[config.mk]
export PLATFORM = sky130hd
export DESIGN_NAME = ram_read_sequencer
export DESIGN_NICKNAME = d
export VERILOG_FILES = /design/src/rtl/ram_read_sequencer.sv
export SDC_FILE = /design/constraint.sdc
export NUM_CORES = 1
export LEC_CHECK = 0
export ABC_AREA = 1
export CORE_MARGIN = 4
export CORE_UTILIZATION = 50
export DETAILED_ROUTE_END_ITERATION = 10
export GPL_ROUTABILITY_DRIVEN = 1
export PLACE_DENSITY_LB_ADDON = 0.25
export REMOVE_ABC_BUFFERS = 1
export SLEW_MARGIN = 30
export SYNTH_ARGS = -nofsm -noshare
export SYNTH_HDL_FRONTEND = slang
export SYNTH_SLANG_ARGS = --single-unit
[constraint.sdc]
create_clock -name clk -period 3.1 [get_ports clk]
set_clock_uncertainty 0.15 [all_clocks]
set_input_delay 0.465 -clock clk [delete_from_list [all_inputs] [get_ports clk]]
set_output_delay 0.465 -clock clk [all_outputs]
set_load 0.05 [all_outputs]
[src/rtl/ram_read_sequencer.sv]
// Reads a contiguous range from a synchronous word RAM and delivers each word on a valid/ready port.
// Optional macro READER_TICK_EN: after each non-final transfer, wait for step_tick before the next read.
module ram_read_sequencer #(
  parameter int unsigned ADDR_W = 16,
  parameter int unsigned DATA_W = 32
) (
  input  logic              clk,
  input  logic              reset,
  input  logic              start,
  input  logic [ADDR_W-1:0] base_addr,
  input  logic [ADDR_W-1:0] count,
  input  logic              step_tick,
  output logic [ADDR_W-1:0] ram_addr,
  output logic              ram_rden,
  input  logic [DATA_W-1:0] ram_q,
  output logic [DATA_W-1:0] out_data,
  output logic              out_valid,
  input  logic              out_ready,
  output logic              busy,
  output logic              done
);

  localparam logic [2:0] IDLE  = 3'd0;
  localparam logic [2:0] ISSUE = 3'd1;
  localparam logic [2:0] WAIT  = 3'd2;
  localparam logic [2:0] HOLD  = 3'd3;
  localparam logic [2:0] PACE  = 3'd4;
  localparam logic [2:0] DONE  = 3'd5;

  logic [2:0]        state_q, state_d;
  logic [ADDR_W-1:0] addr_q, addr_d;
  logic [ADDR_W-1:0] remaining_q, remaining_d;
  logic [DATA_W-1:0] data_q, data_d;

`ifndef READER_TICK_EN
  logic unused_step_tick;
  assign unused_step_tick = step_tick;
`endif

  always_comb begin
    state_d     = state_q;
    addr_d      = addr_q;
    remaining_d = remaining_q;
    data_d      = data_q;
    case (state_q)
      IDLE: begin
        if (start) begin
          addr_d      = base_addr;
          remaining_d = count;
          state_d     = (count == '0) ? DONE : ISSUE;
        end
      end
      ISSUE: state_d = WAIT;
      WAIT: begin
        // RAM data is valid in the cycle after the address was issued
        data_d  = ram_q;
        state_d = HOLD;
      end
      HOLD: begin
        if (out_ready) begin
          remaining_d = remaining_q - ADDR_W'(1);
          addr_d      = addr_q + ADDR_W'(1);
          if (remaining_q == ADDR_W'(1)) begin
            state_d = DONE;
          end else begin
`ifdef READER_TICK_EN
            state_d = PACE;
`else
            state_d = ISSUE;
`endif
          end
        end
      end
`ifdef READER_TICK_EN
      PACE: begin
        if (step_tick) state_d = ISSUE;
      end
`endif
      DONE:    state_d = IDLE;
      default: state_d = IDLE;
    endcase
  end

  always_ff @(posedge clk or negedge reset) begin
    if (!reset) begin
      state_q     <= IDLE;
      addr_q      <= '0;
      remaining_q <= '0;
      data_q      <= '0;
    end else begin
      state_q     <= state_d;
      addr_q      <= addr_d;
      remaining_q <= remaining_d;
      data_q      <= data_d;
    end
  end

  // Outputs decode from state so reset clears them immediately
  assign ram_addr  = addr_q;
  assign ram_rden  = (state_q == ISSUE);
  assign out_data  = data_q;
  assign out_valid = (state_q == HOLD);
  assign busy      = (state_q != IDLE);
  assign done      = (state_q == DONE);

endmodule

* Word-level counts from Yosys, hierarchy flattened
Index checks and enable logic that the tools add are counted.
Widths: inputs -> output; s select.
** Cells by class
- Add/sub/neg operators :: 2
- Eq/ne operators :: 7
- Muxes and demuxes :: 11
- Reductions and logical operators :: 6
** Operator list (count)
- $mux 16 :: 4
- $pmux 16 s2 :: 2
- $add 16x1->16 const B :: 1
- $eq 16x1->1 const B :: 1
- $logic_not 16->1 :: 1
- $sub 16x1->16 const B :: 1
- $mux 3 :: 4
- $pmux 3 s4 :: 1
- $eq 3x2->1 const B :: 2
- $eq 3x1->1 const B :: 1
- $eq 3x3->1 const B :: 1
- $logic_not 3->1 :: 1
- $reduce_and 3->1 :: 1
- $reduce_bool 3->1 :: 1
- $ne 2x1->1 const B :: 1
- $ne 2x2->1 const B :: 1
- $reduce_and 2->1 :: 1
- $reduce_bool 2->1 :: 1
** Storage, ports and cells
- Flip-flop bits (word level) :: 67
- Input port bits :: 69
- Output and inout port bits :: 52

* Longest topological paths before layout
Gate-level depths: netlist of the first run.
- Word-level depth :: 4
- Depth in mapped cells :: 9
- Mapped depth without buffers :: 9

* Worst setup path after synthesis of the first run
OpenSTA, ideal clock, no wires.
- Path kind :: register -> register
- Start :: reg state_q[2]
- End :: reg remaining_q[1]
- Setup time :: 127 ps
- Arrival time :: 1597 ps
- Setup slack :: 1227 ps
- Cell stages (with the launch flop) :: 8
- Period minus slack after synthesis :: 1873 ps
- Cells stage by stage :: dfrtp_1 > nor2_1 > nand2_1 > nand2_1 > nand2_1 > nor2_4 > buf_4 > o21ai_1
** Between the ends
- Cells in the longest elaborated chain, start to end :: 3
- Elaborated cells on any way between the ends :: 7
- Those cells by class :: eq/ne: 3; mux: 1; reduce/logical: 3
** RTL lines
- from (decl) :: line 30 : logic [2:0] state_q, state_d;
- from (signal assigned) :: line 91 : state_q <= state_d;
- $eq 3x2->1 or $logic_not 3->1 (tied branches) :: line 45 : case (state_q)
- $ne 2x1->1 (no line), or another cell as far along
- $reduce_and 3->1 (no line)
- to (signal assigned) :: line 93 : remaining_q <= remaining_d;
- to (decl) :: line 32 : logic [ADDR_W-1:0] remaining_q, remaining_d;
Several ways; a longest one is shown, not always the timed one.
A chain may end at the register's enable or synchronous reset.

* Worst setup path after layout of the first run
- Start :: reg state_q[1]
- End :: out ram_rden
** Between the ends
- Cells in the longest elaborated chain, start to end :: 1
** RTL lines
- $eq 3x1->1 :: line 100 : assign ram_rden = (state_q == ISSUE);
- to (decl) :: line 14 : output logic ram_rden,
Every way passes these cells.

==> flow_summary_export.csv, run 1 <==
group,metric,value,unit
grt,grt_antenna_before_repair,0,
place,detailed_place.area,4980,µm²
cts,postCtsSetupRepairBufs,0,
routing,final_antenna_net_count,0,
setup_path,crit_arrival,1.87,ns
setup_path,timing.critical_path.required,2.48,ns
cts,tritoncts.num_buffers,9,
synthesis,postSynthCellCount,479,
die,die-height,94.1,µm
synthesis,synth.most_common_cell,"sky130_fd_sc_hd__nand2_1",
cts,cts_root_buffer,"sky130_fd_sc_hd__clkbuf_8",
timing,layout_worst_path_cycle_share,0.800,
setup_path,critPathMaxFanout,5,
die,dieWidth,94.1,µm
place,port_buffers,119,
timing,report.final.setup_viol,0,
routing,route.detailed.wl_per_inst,13.9,µm
final_layout,final_layout_size_suffix_gt1_frac,0.109,
die,placement_rows,31,
place,gp_routability_congestion,0.914,
outcome,status,"finished clean",
final_layout,fin_nets,671,
synthesis,netlist-cell-type-count,26,
grt,grt_remaining_overflow,0,
synthesis,yosys-top-cells-count,"sky130_fd_sc_hd__nand2_1 (145), sky130_fd_sc_hd__nor2_1 (87), sky130_fd_sc_hd__dfrtp_1 (67), sky130_fd_sc_hd__nand3_1 (36), sky130_fd_sc_hd__mux2_2 (32)",
final_layout,n_antenna_cell,0,
timing,maximum_clock_frequency,403,MHz
cts,clock_latency,0.33,ns
timing,setup_tns,0,ns
routing,drt-vias-per-instance,5.10,
synthesis,synth-main-ff-cell,"sky130_fd_sc_hd__dfrtp_1",
synthesis,synth_async_reset_ratio,1.00,
cts,cts_buffer_depth,2,
synthesis,synthesis.yosys.warnings,0,
timing,worst_slew_margin_relative_to_its_limit,0.495,
synthesis,post_synth.cell_area_avg,7.73,µm²
grt,grt_pass1_vias,3473,
die,floorplan.die_area,8850,µm²
synthesis,synthDominantAreaCellType,"sky130_fd_sc_hd__dfrtp_1",
setup_path,end_kind,"output port",
timing,final-max-slew-violation-count,0,
pwr,cellLeakagePower,0.00238,µW
pwr,power.ir.vdd_worst,0.727,mV
synthesis,synth_sequential_area_ratio,0.453,
routing,drc_viols,0,
grt,grt_util_all_layers,0.229,
cts,tritoncts_clock_tree,"done",
cts,clkSinkCount,67,
grt,wire_length_of_the_first_global_routing_pass,16200,µm
die,floorplan.initialDensity,0.513,
routing,routed_wl,9790,µm
timing,report.final.hold_viol_count,0,
run,timing.max_cap.violations,0,
final_layout,layout-area-overhead-vs-synth,41.3,%
cts,cts_hold_repair.buffers,0,
min_path,timing.hold.worst.class,"in2async",
final_layout,n_fill_cell,576,
grt,pin_count_of_the_biggest_net_entering_global_routing,47,
synthesis,post-synth-top-area-fraction,0.453,
synthesis,synthTopCellsByArea,"sky130_fd_sc_hd__dfrtp_1 (45%), sky130_fd_sc_hd__nand2_1 (15%), sky130_fd_sc_hd__mux2_2 (9.7%), sky130_fd_sc_hd__nor2_1 (8.8%), sky130_fd_sc_hd__nand3_1 (4.9%)",
routing,count_of_tritonroute_iterations_in_the_first_routing_pass,4,
setup_path,startpoint_type,"flip-flop",
timing,min_period,2.48,ns
cts,postCtsResizedCells,0,
routing,violation_count_after_the_first_detailed_route_iteration,178,
timing,unrepaired_setup_endpoints_after_global_routing,"no",
synthesis,synth-edff-count,0,
synthesis,synth-seq-cells,67,
place,post-dp-hpwl,7130,µm
final_layout,finish.instance_area,5230,µm²
die,num_io_pins,121,
routing,routed-via-count,3587,
synthesis,area_of_the_mapped_netlist,3700,µm²
setup_path,critPathKind,"reg2out",
cts,cts_max_level,3,
cts,clkTransAtPathRegs,0.07,ns
die,design.core.area,7210,µm²
timing,timing_worst_slew_pin_value,0.757,ns
pwr,power.density,1270,nW/µm²
-- metal layers --
layer / global-route usage / wire length (µm) / part of all wire / vias to the layer above
met1: 0.285 / 4020 / 0.41 / 1652
met2: 0.371 / 4560 / 0.47 / 136
li1: - / - / - / 1785
met5: 0 / 0 / 0 / -
met3: 0.0849 / 1060 / 0.11 / 14
met4: 0.0650 / 150 / 0.015 / 0
-- flip-flops by register name (all words and copies together) (netlist names) --
name	flops
out_data	32
ram_addr	16
remaining_q	16
state_q	3
-- logic make-up (layout without fill, tap and decap cells) --
kind of cell / after synthesis / after routing / share of synthesized area
and+or+nand+nor: 290 / 290 / 0.326
DFF: 67 / 67 / 0.453
buffers and inverters: 48 / 173 / 0.0544
AOI/OAI and AO/OA: 35 / 35 / 0.0493
muxes: 32 / 32 / 0.0973
xor gates and xnor gates: 4 / 4 / 0.00946
adders and majority gates: 3 / 3 / 0.0101
-- power breakdown --
group / leakage, µW / internal [µW] / total (µW) / switching, µW
registers: 0.000800 / 1330 / 1720 / 392
logic: 0.00146 / 1400 / 4010 / 2610
clock network: 0.000123 / 558 / 912 / 354
-- layout make-up --
cell class | count | area [µm²] | area share
inverters | 33 | 124 | 0.0237
flip-flops and latches | 67 | 1680 | 0.320
clock inverters | 6 | 111 | 0.0213
multi-input cells | 364 | 1820 | 0.349
clock buffers | 10 | 138 | 0.0263
well taps | 99 | 124 | 0.0237
repair buffers | 124 | 1230 | 0.236
-- layout by cell type, fill, tap and decap left out, types with 3 or more instances in the layout --
master / count
sky130_fd_sc_hd__bufinv_16: 3
sky130_fd_sc_hd__or2_2: 5
sky130_fd_sc_hd__o21ai_0: 14
sky130_fd_sc_hd__dfrtp_1: 67
sky130_fd_sc_hd__a21oi_1: 8
sky130_fd_sc_hd__xor2_1: 3
sky130_fd_sc_hd__mux2_2: 32
sky130_fd_sc_hd__buf_4: 5
sky130_fd_sc_hd__inv_1: 31
sky130_fd_sc_hd__nor3_1: 3
sky130_fd_sc_hd__o21ai_1: 10
sky130_fd_sc_hd__nand2_1: 145
sky130_fd_sc_hd__nor2_1: 87
sky130_fd_sc_hd__nand3_1: 36
sky130_fd_sc_hd__clkdlybuf4s50_1: 117
sky130_fd_sc_hd__ha_1: 3
sky130_fd_sc_hd__nand4_1: 8
sky130_fd_sc_hd__clkbuf_8: 10
-- per-stage QoR --
stage,total power (µW),utilization,setup slack (ns),hold slack (ns),instances
4_1_cts,6670,0.725,0.602,0.0585,703
3_3_place_gp,5620,0.691,0.876,0.337,687
3_5_place_dp,5740,0.691,0.833,0.342,687
6_report,6640,0.725,0.620,0.0462,703
2_1_floorplan,4440,-,0.684,0.0194,464
5_1_grt,7100,0.725,0.518,0.0862,703
-- critical path, stage by stage (launching register included) --
cell and delay, ns:
sky130_fd_sc_hd__dfrtp_1 0.43, sky130_fd_sc_hd__nor2_1 0.14, sky130_fd_sc_hd__inv_1 0.08, sky130_fd_sc_hd__nor2_1 0.08
sky130_fd_sc_hd__clkdlybuf4s50_1 0.81
-- worst paths after layout --
path	from	to	slack [ns]	cells after the start
worst max-delay path	state_q[1]$_DFFE_PN0P_	ram_rden	0.62	4
worst min-delay path	reset	out_data[9]$_DFFE_PN0P_	0.05	1
worst max register to register	state_q[2]$_DFFE_PN0P_	remaining_q[7]$_DFFE_PN0P_	0.98	7
worst min register to register	out_data[12]$_DFFE_PN0P_	out_data[12]$_DFFE_PN0P_	0.36	1
max in group asynchronous	reset	remaining_q[3]$_DFFE_PN0P_	2.10	2
min in group clk	out_data[12]$_DFFE_PN0P_	out_data[12]$_DFFE_PN0P_	0.36	1
Power figures use the tool's default switching activity.
==> inputs of run 2 (changes only) <==
Settings changed: CORE_UTILIZATION 50 to 46.
Clock period 3.1 ns to 2.37 ns, I/O delays scaled along.
==> run 2 against run 1 <==
Net effect:
- combinational power rose by 31%
- count of clock-buffer cells in the layout did not move
- core utilization is 5.1 points lower
- final cell count up 0.71%
- flip-flop and latch count unchanged
- largest power group unchanged
==> flow_summary_export.csv, run 2 (synthesis results as in run 1) <==
group,metric,value,unit
die,floorplan.die_area,9550,µm²
final_layout,n_antenna_cell,0,
setup_path,crit_arrival,1.69,ns
final_layout,final_cell_mix,"sky130_fd_sc_hd__nand2_1 (145), sky130_fd_sc_hd__clkdlybuf4s50_1 (114), sky130_fd_sc_hd__nor2_1 (87), sky130_fd_sc_hd__dfrtp_1 (67), sky130_fd_sc_hd__nand3_1 (36)",
die,floorplan.initialDensity,0.477,
cts,tritoncts.num_buffers,9,
setup_path,reg2reg_depth,6,
setup_path,reg2reg_to,"remaining_q[7]$_DFFE_PN0P_",
setup_path,worst_path_dominant_cell_family,"buffers and inverters",
routing,drc_viols,0,
grt,grt_util_all_layers,0.213,
min_path,timing.hold.worst.class,"in2async",
final_layout,layout-area-overhead-vs-synth,41.5,%
cts,postCtsSetupRepairBufs,0,
pwr,power.total,8580,µW
setup_path,startpoint_type,"flip-flop",
cts,tritoncts_clock_tree,"done",
setup_path,timing.critical_path.required,1.86,ns
grt,grt_antenna_before_repair,0,
cts,cts_max_level,3,
routing,count_of_tritonroute_iterations_in_the_first_routing_pass,4,
grt,grt_remaining_overflow,0,
grt,grt_pass1_vias,3554,
grt,pin_count_of_the_biggest_net_entering_global_routing,47,
cts,clock_latency,0.34,ns
final_layout,final_common_cell,"sky130_fd_sc_hd__nand2_1",
setup_path,r2r_setup_slack,0.42,ns
routing,violation_count_after_the_first_detailed_route_iteration,173,
timing,worst_hold_slack_after_final_layout,0.198,ns
place,post-dp-hpwl,7110,µm
timing,report.final.hold_viol_count,0,
pwr,power.ir.vdd_worst,0.987,mV
timing,unrepaired_setup_endpoints_after_global_routing,"no",
run,timing.max_cap.violations,0,
setup_path,path_buf_inv,1,
cts,cts_root_buffer,"sky130_fd_sc_hd__clkbuf_8",
setup_path,critical_path.cell_chain,"clkdlybuf4s50_1",
outcome,status,"finished clean",
pwr,cellLeakagePower,0.00240,µW
setup_path,rr_startpoint,"state_q[2]$_DFFE_PN0P_",
grt,wire_length_of_the_first_global_routing_pass,16600,µm
timing,timing_worst_slew_pin_value,0.567,ns
timing,maximum_clock_frequency,456,MHz
routing,drt-vias-per-instance,4.97,
final_layout,final_layout_size_suffix_gt1_frac,0.114,
final_layout,n_fill_cell,638,
routing,routed-via-count,3516,
setup_path,critPathMaxFanout,7,
timing,worst_slew_margin_relative_to_its_limit,0.621,
setup_path,critPathKind,"reg2out",
timing,report.final.setup_viol,0,
routing,route.detailed.wl_per_inst,13.7,µm
die,placement_rows,32,
final_layout,largest_register_ffs,32,
die,dieWidth,97.7,µm
timing,final-max-slew-violation-count,0,
pwr,power.density,1640,nW/µm²
routing,routed_wl,9710,µm
cts,clkSinkCount,67,
die,num_io_pins,121,
timing,layout_worst_path_cycle_share,0.926,
place,port_buffers,119,
final_layout,fin_nets,673,
cts,cts_buffer_depth,2,
timing,min_period,2.19,ns
place,gp_routability_congestion,0.875,
setup_path,critical-path-slowest-cell,"sky130_fd_sc_hd__clkdlybuf4s50_1",
setup_path,end_kind,"output port",
die,die-height,97.7,µm
cts,clkTransAtPathRegs,0.08,ns
routing,final_antenna_net_count,0,
setup_path,critical_path.max_stage_delay,0.86,ns
die,design.core.area,7770,µm²
[run 2: worst max-delay path by stage]
stage | from | end | slack [ns] | depth (start not counted)
5_1_grt | ram_addr[11]$_DFFE_PN0P_ | ram_addr[11] | 0.14 | 1
4_1_cts | state_q[2]$_DFFE_PN0P_ | busy | 0.03 | 3
6_report | ram_addr[11]$_DFFE_PN0P_ | ram_addr[11] | 0.18 | 1
3_5_place_dp | out_ready | remaining_q[7]$_DFFE_PN0P_ | 0.19 | 6
3_3_place_gp | out_ready | remaining_q[7]$_DFFE_PN0P_ | 0.25 | 6
2_1_floorplan | state_q[1]$_DFFE_PN0P_ | ram_addr[5]$_DFFE_PN0P_ | -0.05 | 7
[run 2: through the flow]
step / setup TNS [ns] / setup WS (ns) / area (µm²) / cells / util
global route: 0 / 0.136 / 5240 / 708 / 0.674
floorplan: -0.463 / -0.0456 / 3620 / 464 / -
finish: 0 / 0.175 / 5240 / 708 / 0.674
detailed placement: 0 / 0.187 / 5000 / 691 / 0.644
global placement: 0 / 0.250 / 5000 / 691 / 0.644
CTS: 0 / 0.0328 / 5240 / 708 / 0.674
[run 2: worst register-to-register path: stages, from the launching register on]
cell and delay (ns):
sky130_fd_sc_hd__dfrtp_1 0.46, sky130_fd_sc_hd__nor2_1 0.11, sky130_fd_sc_hd__nand2_1 0.11, sky130_fd_sc_hd__nand2_1 0.14, sky130_fd_sc_hd__nand3_4 0.42, sky130_fd_sc_hd__o21ai_0 0.35, sky130_fd_sc_hd__o21ai_1 0.10
[run 2: metal layers]
layer | vias to the layer above | wire length (µm) | GRT usage
li1 | 1777 | - | -
met1 | 1609 | 4080 | 0.263
met2 | 119 | 4440 | 0.334
met3 | 11 | 1030 | 0.0926
met4 | 0 | 156 | 0.0714
met5 | - | 0 | 0
[run 2: repair_timing]
item,in CTS,in global routing
endpoints found under the hold margin,67,0
hold buffers,1,0
endpoints found under the setup margin,0,1
resized for setup,0,1
[run 2: power by group]
group | leakage (µW) | internal (µW) | switching, µW
Clock | 0.000117 | 623 | 454
Combinational | 0.00148 | 1850 | 3410
Sequential | 0.000800 | 1740 | 495
Total | 0.00240 | 4220 | 4360
[run 2: final cells by class]
cell class | count | area (µm²) | share of cell area
repair buffers | 126 | 1260 | 0.241
clock buffers | 10 | 138 | 0.0263
clock inverters | 6 | 87.6 | 0.0167
multi-input cells | 364 | 1820 | 0.348
well taps | 102 | 128 | 0.0244
inverters | 33 | 124 | 0.0236
flip-flops and latches | 67 | 1680 | 0.320
==> inputs of run 3 (changes only) <==
Settings changed: CTS_CLUSTER_DIAMETER set to 50.
==> results of run 3 <==
No change in the layout: final DEF, timing and power equal those of run 2.
